===== config.mk =====
export PLATFORM = sky130hd
export DESIGN_NAME = pipeline_controller_flat
export DESIGN_NICKNAME = d
export VERILOG_FILES = /design/src/rtl/pipeline_controller_pkg.sv /design/src/rtl/pipeline_controller_if.sv /design/src/rtl/pipeline_controller_sat_counter.sv /design/src/rtl/pipeline_controller.sv /design/src/flat_wrapper.sv
export SDC_FILE = /design/constraint.sdc
export NUM_CORES = 1
export LEC_CHECK = 0
export ABC_AREA = 1
export CORE_UTILIZATION = 54
export DETAILED_ROUTE_END_ITERATION = 7
export PLACE_DENSITY = 0.95
export SLEW_MARGIN = 20
export SYNTH_ARGS = -nofsm -noshare
export SYNTH_HDL_FRONTEND = slang
export SYNTH_HIERARCHICAL = 1
export SYNTH_SLANG_ARGS = --single-unit
export TNS_END_PERCENT = 1

===== constraint.sdc =====
create_clock -name clk -period 2.8 [get_ports clk]
set_input_delay 0.56 -clock clk [delete_from_list [all_inputs] [get_ports clk]]
set_output_delay 0.56 -clock clk [all_outputs]
set_load 0.005 [all_outputs]

===== src/rtl/pipeline_controller_pkg.sv =====
// Shared LC-3b pipeline types: opcode encoding, controller state, control-op test.
// Latency: n/a (types and pure functions only).
// Backpressure: n/a.
package pipeline_controller_pkg;

    typedef enum logic [3:0] {
        op_br   = 4'b0000,
        op_add  = 4'b0001,
        op_ldb  = 4'b0010,
        op_stb  = 4'b0011,
        op_jsr  = 4'b0100,
        op_and  = 4'b0101,
        op_ldw  = 4'b0110,
        op_stw  = 4'b0111,
        op_rti  = 4'b1000,
        op_xor  = 4'b1001,
        op_rsva = 4'b1010,
        op_rsvb = 4'b1011,
        op_jmp  = 4'b1100,
        op_shf  = 4'b1101,
        op_lea  = 4'b1110,
        op_trap = 4'b1111
    } lc3b_opcode;

    typedef enum logic [1:0] {
        RUN       = 2'd0,
        LU_STALL  = 2'd1,
        CTRL_WAIT = 2'd2
    } pipe_ctrl_state_t;

    localparam logic [3:0] WAIT_CNT_MAX = 4'hF;

    // Opcodes that redirect the PC once they resolve in MEM.
    function automatic logic is_ctrl_op(input lc3b_opcode op);
        return (op == op_br) || (op == op_jmp) || (op == op_jsr) || (op == op_trap);
    endfunction

endpackage


===== src/rtl/pipeline_controller_if.sv =====
// Bundle of hazard/handshake inputs and stage-enable outputs of the pipeline controller.
// Latency: n/a (wires only).
// Backpressure: n/a; master = pipeline datapath, slave = controller.
interface pipeline_controller_if
    import pipeline_controller_pkg::*;
#(
    parameter int STALL_CNT_W = 16
) ();
    // pipeline -> controller
    logic        id_valid;
    lc3b_opcode  id_opcode;
    logic        id_is_nop;
    logic        load_use_hazard;
    logic        mem_ctrl_resolve;
    logic        if_mem_req;
    logic        imem_resp;
    logic        dmem_req;
    logic        dmem_resp;
    // controller -> pipeline
    logic        load_pc;
    logic        load_if_id;
    logic        load_id_ex;
    logic        load_ex_mem;
    logic        load_mem_wb;
    logic        bubble_id_ex;
    logic        flush_if_id;
    logic        ctrl_pending;
    logic        ctrl_timeout;
    logic [STALL_CNT_W-1:0] stall_cycles;

    modport master (
        output id_valid, id_opcode, id_is_nop, load_use_hazard, mem_ctrl_resolve,
               if_mem_req, imem_resp, dmem_req, dmem_resp,
        input  load_pc, load_if_id, load_id_ex, load_ex_mem, load_mem_wb,
               bubble_id_ex, flush_if_id, ctrl_pending, ctrl_timeout, stall_cycles
    );

    modport slave (
        input  id_valid, id_opcode, id_is_nop, load_use_hazard, mem_ctrl_resolve,
               if_mem_req, imem_resp, dmem_req, dmem_resp,
        output load_pc, load_if_id, load_id_ex, load_ex_mem, load_mem_wb,
               bubble_id_ex, flush_if_id, ctrl_pending, ctrl_timeout, stall_cycles
    );

endinterface


===== src/rtl/pipeline_controller_sat_counter.sv =====
// Saturating up-counter with enable and asynchronous active-low clear.
// Latency: count visible the cycle after an enabled edge.
// Backpressure: none; holds at all-ones instead of wrapping.
// Ports: clk, clr_n (async clear), en (count this cycle), cnt (current value).
module sat_counter #(
    parameter int W = 16
) (
    input  logic         clk,
    input  logic         clr_n,
    input  logic         en,
    output logic [W-1:0] cnt
);

    always_ff @(posedge clk or negedge clr_n) begin
        if (!clr_n) begin
            cnt <= '0;
        end else if (en && (cnt != {W{1'b1}})) begin
            cnt <= cnt + 1'b1;
        end
    end

endmodule


===== src/rtl/pipeline_controller.sv =====
// Stall/flush sequencer for the 5-stage LC-3b pipeline plus stall counter and timeout flag.
// Latency: enables are combinational from state and current-cycle inputs (no output register).
// Backpressure: a pending data access freezes every stage; IF waits flush IF/ID.
// Ports: clk, rst_n (async active-low), pif (slave side of pipeline_controller_if).
module pipeline_controller
    import pipeline_controller_pkg::*;
#(
    parameter int CTRL_TIMEOUT = 8,
    parameter int STALL_CNT_W  = 16
) (
    input  logic                  clk,
    input  logic                  rst_n,
    pipeline_controller_if.slave  pif
);

    localparam logic [3:0] TIMEOUT_CNT = 4'(CTRL_TIMEOUT);

    pipe_ctrl_state_t state, state_nxt;
    logic [3:0]       wait_cnt, wait_cnt_nxt;
    logic             timeout_q, timeout_nxt;

    logic is_ctrl;
    logic freeze;
    logic fetch_wait;
    logic hazard;

    logic ld_pc, ld_if_id, ld_id_ex, ld_ex_mem, ld_mem_wb;
    logic bubble, flush;

    // A BR with nzp=000 never redirects, so it flows like any ALU op.
    assign is_ctrl    = pif.id_valid & is_ctrl_op(pif.id_opcode)
                      & ~((pif.id_opcode == op_br) & pif.id_is_nop);
    assign freeze     = pif.dmem_req & ~pif.dmem_resp;
    assign fetch_wait = pif.if_mem_req & ~pif.imem_resp;
    assign hazard     = pif.id_valid & pif.load_use_hazard;

    always_ff @(posedge clk or negedge rst_n) begin
        if (!rst_n) begin
            state     <= RUN;
            wait_cnt  <= 4'd0;
            timeout_q <= 1'b0;
        end else begin
            state     <= state_nxt;
            wait_cnt  <= wait_cnt_nxt;
            timeout_q <= timeout_nxt;
        end
    end

    always_comb begin
        state_nxt    = state;
        wait_cnt_nxt = wait_cnt;
        timeout_nxt  = timeout_q;
        ld_pc        = 1'b1;
        ld_if_id     = 1'b1;
        ld_id_ex     = 1'b1;
        ld_ex_mem    = 1'b1;
        ld_mem_wb    = 1'b1;
        bubble       = 1'b0;
        flush        = 1'b0;

        if (freeze) begin
            // Whole pipe holds; state and wait counter are untouched.
            ld_pc     = 1'b0;
            ld_if_id  = 1'b0;
            ld_id_ex  = 1'b0;
            ld_ex_mem = 1'b0;
            ld_mem_wb = 1'b0;
        end else begin
            case (state)
                RUN, LU_STALL: begin
                    state_nxt = RUN;
                    // The instruction held in LU_STALL already paid its bubble,
                    // so the hazard flag is ignored there.
                    if ((state == RUN) && hazard) begin
                        ld_pc     = 1'b0;
                        ld_if_id  = 1'b0;
                        bubble    = 1'b1;
                        state_nxt = LU_STALL;
                    end else if (is_ctrl) begin
                        ld_pc        = 1'b0;
                        flush        = 1'b1;
                        wait_cnt_nxt = 4'd0;
                        state_nxt    = CTRL_WAIT;
                    end else if (fetch_wait) begin
                        ld_pc = 1'b0;
                        flush = 1'b1;
                    end
                end
                CTRL_WAIT: begin
                    // Slot behind the control op is always squashed, including
                    // the resolve cycle; the PC takes the target on resolve.
                    ld_pc = pif.mem_ctrl_resolve;
                    flush = 1'b1;
                    if (wait_cnt != WAIT_CNT_MAX) begin
                        wait_cnt_nxt = wait_cnt + 4'd1;
                    end
                    if (pif.mem_ctrl_resolve) begin
                        state_nxt = RUN;
                    end else if (wait_cnt_nxt >= TIMEOUT_CNT) begin
                        timeout_nxt = 1'b1;
                    end
                end
                default: begin
                    state_nxt = RUN;
                end
            endcase
        end
    end

    sat_counter #(
        .W (STALL_CNT_W)
    ) u_stall_cnt (
        .clk   (clk),
        .clr_n (rst_n),
        .en    (~ld_pc),
        .cnt   (pif.stall_cycles)
    );

    // Enables are forced low while reset is held so nothing downstream loads.
    assign pif.load_pc      = rst_n & ld_pc;
    assign pif.load_if_id   = rst_n & ld_if_id;
    assign pif.load_id_ex   = rst_n & ld_id_ex;
    assign pif.load_ex_mem  = rst_n & ld_ex_mem;
    assign pif.load_mem_wb  = rst_n & ld_mem_wb;
    assign pif.bubble_id_ex = rst_n & bubble;
    assign pif.flush_if_id  = rst_n & flush;
    assign pif.ctrl_pending = rst_n & (state == CTRL_WAIT);
    assign pif.ctrl_timeout = rst_n & timeout_q;

endmodule


===== src/flat_wrapper.sv =====
// flat-port wrapper written by rule: the top's interface ports become plain ports
module pipeline_controller_flat import pipeline_controller_pkg::*;
#(
    parameter int CTRL_TIMEOUT = 8,
    parameter int STALL_CNT_W  = 16
)
  (clk, rst_n, pif_id_valid, pif_id_opcode, pif_id_is_nop, pif_load_use_hazard, pif_mem_ctrl_resolve, pif_if_mem_req, pif_imem_resp, pif_dmem_req, pif_dmem_resp, pif_load_pc, pif_load_if_id, pif_load_id_ex, pif_load_ex_mem, pif_load_mem_wb, pif_bubble_id_ex, pif_flush_if_id, pif_ctrl_pending, pif_ctrl_timeout, pif_stall_cycles);
  pipeline_controller_if #(.STALL_CNT_W(STALL_CNT_W)) pif_i ();
  input  logic clk;
  input  logic rst_n;
  input wire logic [$bits(pif_i.id_valid)-1:0] pif_id_valid;
  input wire logic [$bits(pif_i.id_opcode)-1:0] pif_id_opcode;
  input wire logic [$bits(pif_i.id_is_nop)-1:0] pif_id_is_nop;
  input wire logic [$bits(pif_i.load_use_hazard)-1:0] pif_load_use_hazard;
  input wire logic [$bits(pif_i.mem_ctrl_resolve)-1:0] pif_mem_ctrl_resolve;
  input wire logic [$bits(pif_i.if_mem_req)-1:0] pif_if_mem_req;
  input wire logic [$bits(pif_i.imem_resp)-1:0] pif_imem_resp;
  input wire logic [$bits(pif_i.dmem_req)-1:0] pif_dmem_req;
  input wire logic [$bits(pif_i.dmem_resp)-1:0] pif_dmem_resp;
  output wire logic [$bits(pif_i.load_pc)-1:0] pif_load_pc;
  output wire logic [$bits(pif_i.load_if_id)-1:0] pif_load_if_id;
  output wire logic [$bits(pif_i.load_id_ex)-1:0] pif_load_id_ex;
  output wire logic [$bits(pif_i.load_ex_mem)-1:0] pif_load_ex_mem;
  output wire logic [$bits(pif_i.load_mem_wb)-1:0] pif_load_mem_wb;
  output wire logic [$bits(pif_i.bubble_id_ex)-1:0] pif_bubble_id_ex;
  output wire logic [$bits(pif_i.flush_if_id)-1:0] pif_flush_if_id;
  output wire logic [$bits(pif_i.ctrl_pending)-1:0] pif_ctrl_pending;
  output wire logic [$bits(pif_i.ctrl_timeout)-1:0] pif_ctrl_timeout;
  output wire logic [$bits(pif_i.stall_cycles)-1:0] pif_stall_cycles;
  assign pif_i.id_valid = pif_id_valid;
  assign pif_i.id_opcode = pif_id_opcode;
  assign pif_i.id_is_nop = pif_id_is_nop;
  assign pif_i.load_use_hazard = pif_load_use_hazard;
  assign pif_i.mem_ctrl_resolve = pif_mem_ctrl_resolve;
  assign pif_i.if_mem_req = pif_if_mem_req;
  assign pif_i.imem_resp = pif_imem_resp;
  assign pif_i.dmem_req = pif_dmem_req;
  assign pif_i.dmem_resp = pif_dmem_resp;
  assign pif_load_pc = pif_i.load_pc;
  assign pif_load_if_id = pif_i.load_if_id;
  assign pif_load_id_ex = pif_i.load_id_ex;
  assign pif_load_ex_mem = pif_i.load_ex_mem;
  assign pif_load_mem_wb = pif_i.load_mem_wb;
  assign pif_bubble_id_ex = pif_i.bubble_id_ex;
  assign pif_flush_if_id = pif_i.flush_if_id;
  assign pif_ctrl_pending = pif_i.ctrl_pending;
  assign pif_ctrl_timeout = pif_i.ctrl_timeout;
  assign pif_stall_cycles = pif_i.stall_cycles;
  pipeline_controller #(.CTRL_TIMEOUT(CTRL_TIMEOUT), .STALL_CNT_W(STALL_CNT_W)) u_core (.clk(clk), .rst_n(rst_n), .pif(pif_i));
endmodule

==> summary.txt <==
Drt
  – Via Count: 1701
  – Drt pass-1 iters: 6
  – Routed Antenna Nets: 0
  – WL final: 3950 um
  – Remaining DRCs: 2
  – Wirelength per Cell: 12.7 um
  – DR vias/cell: 5.45
  – Initial DRC Count: 70

Worst setup path
  – Reg2reg start: u_core/state[1]$_DFFE_PN0P_
  – Startpoint class of the critical path: primary input
  – Worst Path Required: 2.24 ns
  – Arr. time, crit path: 2.07 ns
  – Crit path kind: primary input to primary output
  – Register-to-register setup slack: 1.01 ns
  – Crit path from: pif_id_valid
  – Critical path fanouts, max: 3
  – Setup crit end kind: primary output

Synthesis
  – Syn Area/Cell: 6.94 um^2
  – Synth unique cells: 26
  – FF+latch count, synth: 23
  – Syn nets: 256
  – Post-Syn Instances: 240
  – Ys Warns: 6
  – Mapped Area: 0.00167 mm^2
  – Seq/Total Area, Yosys: 34.5%

STA
  – Unrepaired setup endpoints after global routing: false
  – Tmin final: 2.63 ns
  – # setup viols final: 0
  – Fmax: 380 MHz
  – Worst Clk Skew: 0.0193 ns
  – Worst Max-Slew Pin Slew: 0.397 ns
  – Hold Fails Final Rpt: 0
  – Setup TNS: 0 ns
  – Slew HR: 73.5%
  – Final Cycle Share: 93.9%
  – Max-slew violation count: 0

Global routing
  – GRT Total Usage: 26.1%
  – Largest net degree at the start of global routing: 17
  – Total global routing overflow: 0
  – First-pass GRT wire length: 6670 um
  – Number of global-route vias before repair: 1584
  – Initial antenna violation count: 0

Outcome
  – Failing checks: DRC
  – Status: finished, violations left

Pwr
  – Max VDD drop: 0.554 mV
  – Power Density: 549 mW/mm^2
  – Leakage power: 1.00 nW

Flow run
  – Max-Cap Viols: 0

Floorplan
  – Die W: 57.6 um
  – Io pins: 39
  – Core Box Area: 0.00283 mm^2
  – Row cnt: 19
  – Die Height: 57.6 um
  – Initial core utilization: 58.9%
  – Die area: 0.00331 mm^2

Clocking
  – CTS tree: yes
  – Clk sinks: 23
  – Clk_lat worst skew: 0.32 ns
  – Clock Path Buffers: 2
  – Worst-path clk slew: 0.13 ns
  – Root buffer cell: clkbuf_4
  – Clock buffer count from CTS: 3
  – H-Tree Depth: 1

Placement
  – Gpl congestion: 0.858
  – Dpl hpwl: 3100 um
  – Port buffer count: 38

Layout
  – Fill cells: 218
  – Final core occ: 74.2%
  – Total Nets Final: 298
  – Share of layout cells above drive strength 1: 13.2%
  – Most common cell after layout, fill and taps aside: nand2_1
  – Commonest cells after routing, fill and taps aside: nand2_1 (90), clkdlybuf4s50_1 (38), inv_1 (26)
  – Area growth syn-to-layout: 26.0%
  – Ant. Diodes: 0

Min path
  – Worst Hold Class: flip-flop to flip-flop
  – HP Start: u_core/timeout_q$_DFFE_PN0P_
what timing repair did:
action                     in CTS  in global routing
resized for setup               0                  2
hold buffers                    0                  0
setup endpoints to repair       0                  2
setup buffers                   0                  1
logic make-up (layout without fill, tap and decap cells):
kind of cell    count (synthesis)  in the layout  share of synthesized area (%)
compound gates                 17             17                           6.61
buf+inv                        35             76                           9.23
simple gates                  157            157                           45.0
fa+ha+maj                       2              2                           1.50
xor+xnor                        6              6                           3.15
flops                          23             23                           34.5
Yosys cell counts:
cell | count | area [um^2]
nand2_4 | 2 | 22.5
buf_4 | 2 | 15.0
ha_1 | 2 | 25.0
inv_1 | 27 | 101
nor3_1 | 1 | 5.00
inv_2 | 4 | 15.0
nand4_1 | 6 | 37.5
nor2_8 | 1 | 20.0
dfrtp_1 | 23 | 576
nor2_2 | 4 | 25.0
o21bai_1 | 1 | 7.51
nor2_1 | 22 | 82.6
o21ai_2 | 2 | 17.5
a21oi_2 | 1 | 8.76
nand2_2 | 7 | 43.8
nand2_1 | 90 | 338
xnor2_1 | 5 | 43.8
buf_6 | 2 | 22.5
nand4_2 | 1 | 12.5
o21ai_0 | 10 | 50.1
a21oi_4 | 1 | 16.3
nand3_1 | 17 | 85.1
a21oi_1 | 2 | 10.0
nand4_4 | 1 | 21.3
nor2_4 | 5 | 56.3
xor2_1 | 1 | 8.76
cell type report:
type / instances / area (um^2) / share of cell area (%)
clock buffers: 4 / 26.3 / 1.25
inverters: 31 / 116 / 5.54
multi-input cells: 182 / 940 / 44.8
flip-flops and latches: 23 / 576 / 27.4
well taps: 31 / 38.8 / 1.85
repair buffers: 41 / 403 / 19.2
critical path, stage by stage:
cell,delay [ns]
clkdlybuf4s50_1,0.49
inv_1,0.05
a21oi_1,0.12
nand3_1,0.14
nand3_1,0.09
nand3_1,0.06
inv_1,0.05
clkdlybuf4s50_1,0.49
stage by stage:
stage | hold WS, ns | instance area, um^2 | power (W) | instances | setup WS, ns
CTS | 0.484 | 2090 | 0.00115 | 311 | 0.0818
finish | 0.479 | 2100 | 0.00115 | 312 | 0.169
global route | 0.524 | 2100 | 0.00123 | 312 | 0.00878
floorplan | 0.264 | 1670 | 0.000776 | 240 | 1.09
detailed placement | 0.452 | 2060 | 0.000994 | 307 | 0.0828
global placement | 0.449 | 2060 | 0.000973 | 307 | 0.137
per-layer routing:
layer	vias to the layer above	share of wire, %	GRT usage (%)
li1	832	-	-
met1	800	44	32.4
met2	58	49	44.9
met3	11	5.1	4.76
met4	0	2.0	10.5
met5	-	0	0
state kept, by name, summed over array words and instances (netlist names):
signal	cells
u_core/u_stall_cnt/cnt	16
u_core/timeout_q	1
u_core/state	2
u_core/wait_cnt	4
power breakdown:
group / switching (W) / leakage [nW] / total (W) / internal [W]
Sequential: 0.000104 / 0.295 / 0.000504 / 0.000400
Combinational: 0.000250 / 0.693 / 0.000494 / 0.000244
Clock: 0.0000985 / 0.0150 / 0.000154 / 0.0000557
Total: 0.000452 / 1.00 / 0.00115 / 0.000700
final timing paths:
path,endpoint,depth (start not counted)
max reg2reg,u_core/u_stall_cnt/cnt[8]$_DFFE_PN0P_,10
min reg2reg,u_core/timeout_q$_DFFE_PN0P_,2
min in group asynchronous,u_core/state[0]$_DFFE_PN0P_,2
max in group asynchronous,u_core/u_stall_cnt/cnt[8]$_DFFE_PN0P_,2
max,pif_flush_if_id,8
min,u_core/timeout_q$_DFFE_PN0P_,2
Note: power is estimated with default switching activity, not from simulation.
